===== src/rtl/mux_pkg.sv =====
// Select-code constants and select type shared by the 3:1 mux and its users.
package mux_pkg;
  typedef logic [1:0] sel_t;

  localparam sel_t SEL_DEF = 2'b00;
  localparam sel_t SEL_01  = 2'b01;
  localparam sel_t SEL_10  = 2'b10;
  localparam sel_t SEL_11  = 2'b11;
endpackage


===== src/rtl/mux_out_reg.sv =====
// WIDTH-wide flop with synchronous active-high reset to RESET_VAL; no enable.
module mux_out_reg #(
  parameter int unsigned          WIDTH     = 32,
  parameter logic [WIDTH-1:0]     RESET_VAL = '0
) (
  input  logic             i_clk,
  input  logic             i_reset,
  input  logic [WIDTH-1:0] i_d,
  output logic [WIDTH-1:0] o_q
);
  logic [WIDTH-1:0] data_q;

  always_ff @(posedge i_clk) begin
    if (i_reset) data_q <= RESET_VAL;
    else         data_q <= i_d;
  end

  assign o_q = data_q;
endmodule


===== src/rtl/mux_3to1.sv =====
// 3:1 select mux with zero default, plus a one-cycle registered copy.
// Optional MUX3TO1_SEL_ERR_EN adds a registered flag for the unused select code.
module mux_3to1
  import mux_pkg::*;
#(
  parameter int unsigned      WIDTH     = 32,
  parameter logic [WIDTH-1:0] RESET_VAL = '0
) (
  input  logic             i_clk,
  input  logic             i_reset,
  input  sel_t             i_sel,
  input  logic [WIDTH-1:0] i_data_01,
  input  logic [WIDTH-1:0] i_data_10,
  input  logic [WIDTH-1:0] i_data_11,
  output logic [WIDTH-1:0] o_data,
`ifdef MUX3TO1_SEL_ERR_EN
  output logic             o_sel_err,
`endif
  output logic [WIDTH-1:0] o_data_q
);
  // Unknown select bits match no item and fall to the zero default.
  always_comb begin
    o_data = '0;
    case (i_sel)
      SEL_01:  o_data = i_data_01;
      SEL_10:  o_data = i_data_10;
      SEL_11:  o_data = i_data_11;
      default: o_data = '0;
    endcase
  end

  mux_out_reg #(
    .WIDTH    (WIDTH),
    .RESET_VAL(RESET_VAL)
  ) u_data_reg (
    .i_clk  (i_clk),
    .i_reset(i_reset),
    .i_d    (o_data),
    .o_q    (o_data_q)
  );

`ifdef MUX3TO1_SEL_ERR_EN
  logic sel_err_d;

  always_comb begin
    sel_err_d = 1'b0;
    case (i_sel)
      SEL_DEF: sel_err_d = 1'b1;
      default: sel_err_d = 1'b0;
    endcase
  end

  mux_out_reg #(
    .WIDTH    (1),
    .RESET_VAL(1'b0)
  ) u_err_reg (
    .i_clk  (i_clk),
    .i_reset(i_reset),
    .i_d    (sel_err_d),
    .o_q    (o_sel_err)
  );
`endif
endmodule


===== config.mk =====
export PLATFORM = sky130hd
export DESIGN_NAME = mux_3to1
export DESIGN_NICKNAME = d
export VERILOG_FILES = /design/src/rtl/mux_pkg.sv /design/src/rtl/mux_out_reg.sv /design/src/rtl/mux_3to1.sv
export SDC_FILE = /design/constraint.sdc
export NUM_CORES = 1
export LEC_CHECK = 0
export CAP_MARGIN = 20
export CORE_MARGIN = 4
export CORE_UTILIZATION = 30
export DETAILED_ROUTE_END_ITERATION = 10
export PLACE_DENSITY = 0.81
export SLEW_MARGIN = 20
export SYNTH_ARGS = -nofsm -noshare
export SYNTH_HDL_FRONTEND = slang
export SYNTH_SLANG_ARGS = --single-unit

===== constraint.sdc =====
create_clock -name i_clk -period 2 [get_ports i_clk]
set_clock_uncertainty 0.15 [all_clocks]
set_input_delay 0.6 -clock i_clk [delete_from_list [all_inputs] [get_ports i_clk]]
set_output_delay 0.6 -clock i_clk [all_outputs]
set_load 0.02 [all_outputs]

==> impl_metrics.yaml, run 1 <==
yosys:
  synth-simple-area-share: 0
  synth_cells: 181
  synth_compound_area_frac: 0.340
  synth-xor-area-share: 0
  ys_ff_latch: 32
  synth.distinct_cells: 9
  syn_area_sq_um: 1680
  syn_nets: 281
  synthAdderAreaFrac: 0
  synth_top_area_frac: 0.382
  synth_top_family_by_area: "compound AO/OA/AOI/OAI gates"
  yosys.area.top_type: "dfxtp_1"
  synth_seq_area_share: 0.382
  muxShareOfSynthArea: 0.191
  avgSynthCellArea_sq_um: 9.28
  yosys_warnings: 0
  synthTopCellsByArea: "dfxtp_1, a21oi_1, mux2i_1, a211oi_1, buf_12"
placed_design:
  numPortBuffers: 163
  pre_cts_ws_ns: -0.747
  dp_hpwl_mm: 5.92
  gp_congestion: 0.806
  dp.cells: 422
floorplanning:
  die_w_microns: 82.8
  floorplan.initialDensity: 0.319
  die_h_microns: 82.8
  io_pins: 164
  rows: 26
cts:
  numCtsBuffers: 5
  cts_sinks: 32
  h-tree-depth: 2
  cts.path.max_buffers: 2
  holdBufCountCts: 0
  cts_root_buf: "clkbuf_8"
sta:
  worst_endpoint_kind: "top-level output"
  worst_endpoint: "o_data[29]"
grt:
  globalRouteTotalUtil: 0.667
  antenna_found_initial: 4
  grt_max_degree: 33
  grt-ovfl-total: 90
run_status:
  lastStage: "global routing (5_1_grt)"
  outcome: "stopped before the end"
  error_line: "[ERROR GRT-0232] Routing congestion too high. Check the congestion heatmap in the GUI."
[timing repair]
item,4_1_cts
buffers inserted,15
resized for setup,364
endpoints found under the hold margin,0
pin swaps,36
cloned,7
endpoints found under the setup margin,32
[logic make-up after synthesis]
logic type             Yosys count
flip-flops                      32
AO/OA/AOI/OAI                   96
buffers and inverters           21
multiplexers                    32
[layer usage]
metal | GRT usage | GRT overflow
met5 | 0 | 0
met4 | 0.819 | 51
met3 | 0.435 | 0
met2 | 0.849 | 39
met1 | 0.649 | 0
[synthesized netlist by cell type]
master    number
a21oi_1       64
mux2i_1       32
dfxtp_1       32
buf_6          1
clkbuf_1       7
buf_2         10
a211oi_2       2
a211oi_1      30
buf_12         3
[through the flow]
step                instance area, sq um  utilization  TNS (ns)
floorplan                           2330            -    -0.434
global placement                    4130        0.784    -21.68
detailed placement                  4130        0.784    -22.33
CTS                                 4870        0.924     -3.77
==> inputs of run 2 (changes only) <==
CORE_UTILIZATION = 28   (was 30)
PLACE_DENSITY = unset   (was 0.81)
PLACE_DENSITY_LB_ADDON = 0.15   (was unset)
==> run 2 against run 1 <==
Compared with the run above: the flow now finishes, with violations (negative setup slack); synthesized cell count unchanged; area after synthesis unchanged.
==> impl_metrics.yaml, run 2 <==
power_and_ir_drop:
  total_leakage_power_nw: 2.18
  ir_drop_v: 0.000400
  power.density_nw_per_um2: 491
run_status:
  violations: "negative setup slack"
  outcome: "finished, violations left"
yosys:
  synth_top_area_frac: 0.382
  syn_area_sq_um: 1680
  synth_seq_area_share: 0.382
  yosys_warnings: 0
  ys.flop_type: "dfxtp_1"
  synth_edf_count: 0
  synth_cells: 181
  syn_nets: 281
  ys_ff_latch: 32
  avgSynthCellArea_sq_um: 9.28
  yosys.area.top_type: "dfxtp_1"
  synth.distinct_cells: 9
  post-synth-top-count-cell: "a21oi_1"
  synth_common_cells: "a21oi_1, dfxtp_1, mux2i_1"
  synthTopCellsByArea: "dfxtp_1, a21oi_1, mux2i_1, a211oi_1, buf_12"
  async_reset_ff_frac: 0
worst_hold_path:
  hp-class: "in -> reg"
  whs_endpoint: "u_data_reg.o_q[28]$_SDFF_PP0_"
  min_from: "i_sel[0]"
  hold_depth: 3
cts:
  cts.path.max_buffers: 2
  clkTransAtPathRegs_ns: 0.07
  cts_tree: "yes"
  cts_sinks: 32
  numCtsBuffers: 5
  h-tree-depth: 2
  cts_root_buf: "clkbuf_8"
cells_and_area:
  layout_commonest_cell: "dlygate4sd2_1"
  ff_latch_area_sq_um: 641
  drive_gt1_frac: 0.539
  final_area_sq_um: 5240
  multi_input_area_sq_um: 1850
  nets: 518
  fin_util: 0.923
  layout_common_cells: "dlygate4sd2_1, buf_4, a21oi_4, buf_6"
  num-fill-cells: 186
  area_growth_pct: 212
  largest_reg_flops: 32
grt:
  antenna_found_initial: 4
  grt_pass1_vias: 2897
  grt_max_degree: 26
  grt_pass1_wl_mm: 16.0
  globalRouteTotalUtil: 0.284
  grt-ovfl-total: 0
sta:
  hold_viol: 0
  slew_headroom: 0.654
  period_needed_ns: 2.20
  fin_ws_ns: -0.199
  tightest_slew_ns: 0.516
  grt_setup_unrepaired: "true"
  post-route-period-util: 1.10
  fmax_mhz: 455
  drv_slew: 0
  setup_viol: 32
detailed_routing:
  drtIter0Drc: 152
  first_pass_iters: 5
  drc: 0
  antenna_left: 0
  drt-total-wl_mm: 13.7
  num_vias: 2845
  wl_per_cell_microns: 27.8
  via_per_inst: 5.75
critical_path:
  cp.required_ns: 1.25
  start_kind: "input pin"
  worst-path-max-fanout: 7
  cp-end-kind: "primary output"
  worst-setup-path-type: "in -> out"
  crit_arrival_ns: 1.45
job:
  drv_cap: 0
placed_design:
  numPortBuffers: 163
  dp_hpwl_mm: 5.87
  pre_cts_ws_ns: -0.763
  gp_congestion: 0.743
  dpl_cell_area_sq_um: 4230
floorplanning:
  floorplan.initialDensity: 0.296
  die_w_microns: 85.4
  io_pins: 164
  die_h_microns: 85.4
  core-area_sq_um: 5680
  fp.dieArea_sq_um: 7300
  rows: 27
[run 2: critical path, cell delays in order]
cell     delay [ns]
buf_16         0.12
buf_16         0.17
mux2i_4        0.32
a21oi_4        0.10
buf_6          0.14
[run 2: final cells by class]
| type | count | share of cell area |
|---|---|---|
| well taps | 72 | 0.0172 |
| clock buffers | 8 | 0.0172 |
| diodes | 4 | 0.00191 |
| repair buffers | 251 | 0.487 |
| flip-flops and latches | 32 | 0.122 |
| multi-input cells | 128 | 0.354 |
[run 2: kinds of logic (layout without fill, tap and decap cells)]
kind of cell           after synthesis  count (layout)  synth area share
AO/OA/AOI/OAI                       96              96             0.340
multiplexers                        32              32             0.191
flip-flops                          32              32             0.382
buffers and inverters               21             259            0.0879
other                                0               4                 0
[run 2: timing repair]
item | CTS | global route
endpoints found under the setup margin | 32 | 39
pin swaps | 38 | 7
gates cloned | 6 | 1
hold buffers | 0 | 0
buffers inserted | 29 | 6
gates resized for setup | 383 | 16
[run 2: power by group]
part / switching (mW) / internal (mW)
clock: 0.257 / 0.281
combinational: 0.651 / 0.684
sequential: 0.0157 / 0.683
[run 2: stage by stage]
stage	setup TNS (ns)	power [mW]	hold slack [ns]	cells
after CTS	-2.92	2.44	0.586	484
after detailed placement	-23.29	1.75	0.908	442
after global placement	-22.64	1.73	0.910	442
after global routing	-4.42	2.62	0.594	495
final	-3.88	2.57	0.593	495
after floorplan	-0.434	1.23	0.523	181
[run 2: worst max-delay path by stage]
stage                        start         end  slack, ns  depth (start not counted)
final                     i_sel[1]  o_data[13]      -0.20                          5
after global routing      i_sel[1]  o_data[13]      -0.20                          5
after CTS                 i_sel[1]  o_data[14]      -0.13                          5
after detailed placement  i_sel[1]  o_data[25]      -0.76                          5
after global placement    i_sel[1]  o_data[25]      -0.75                          5
after floorplan           i_sel[1]  o_data[10]      -0.03                          4
[run 2: routing by layer]
metal | share of wire | global-route usage
met1 | 0.33 | 0.289
met2 | 0.53 | 0.551
met3 | 0.076 | 0.0670
met4 | 0.060 | 0.105
met5 | 0 | 0
Note: power is estimated with default switching activity, not from simulation.
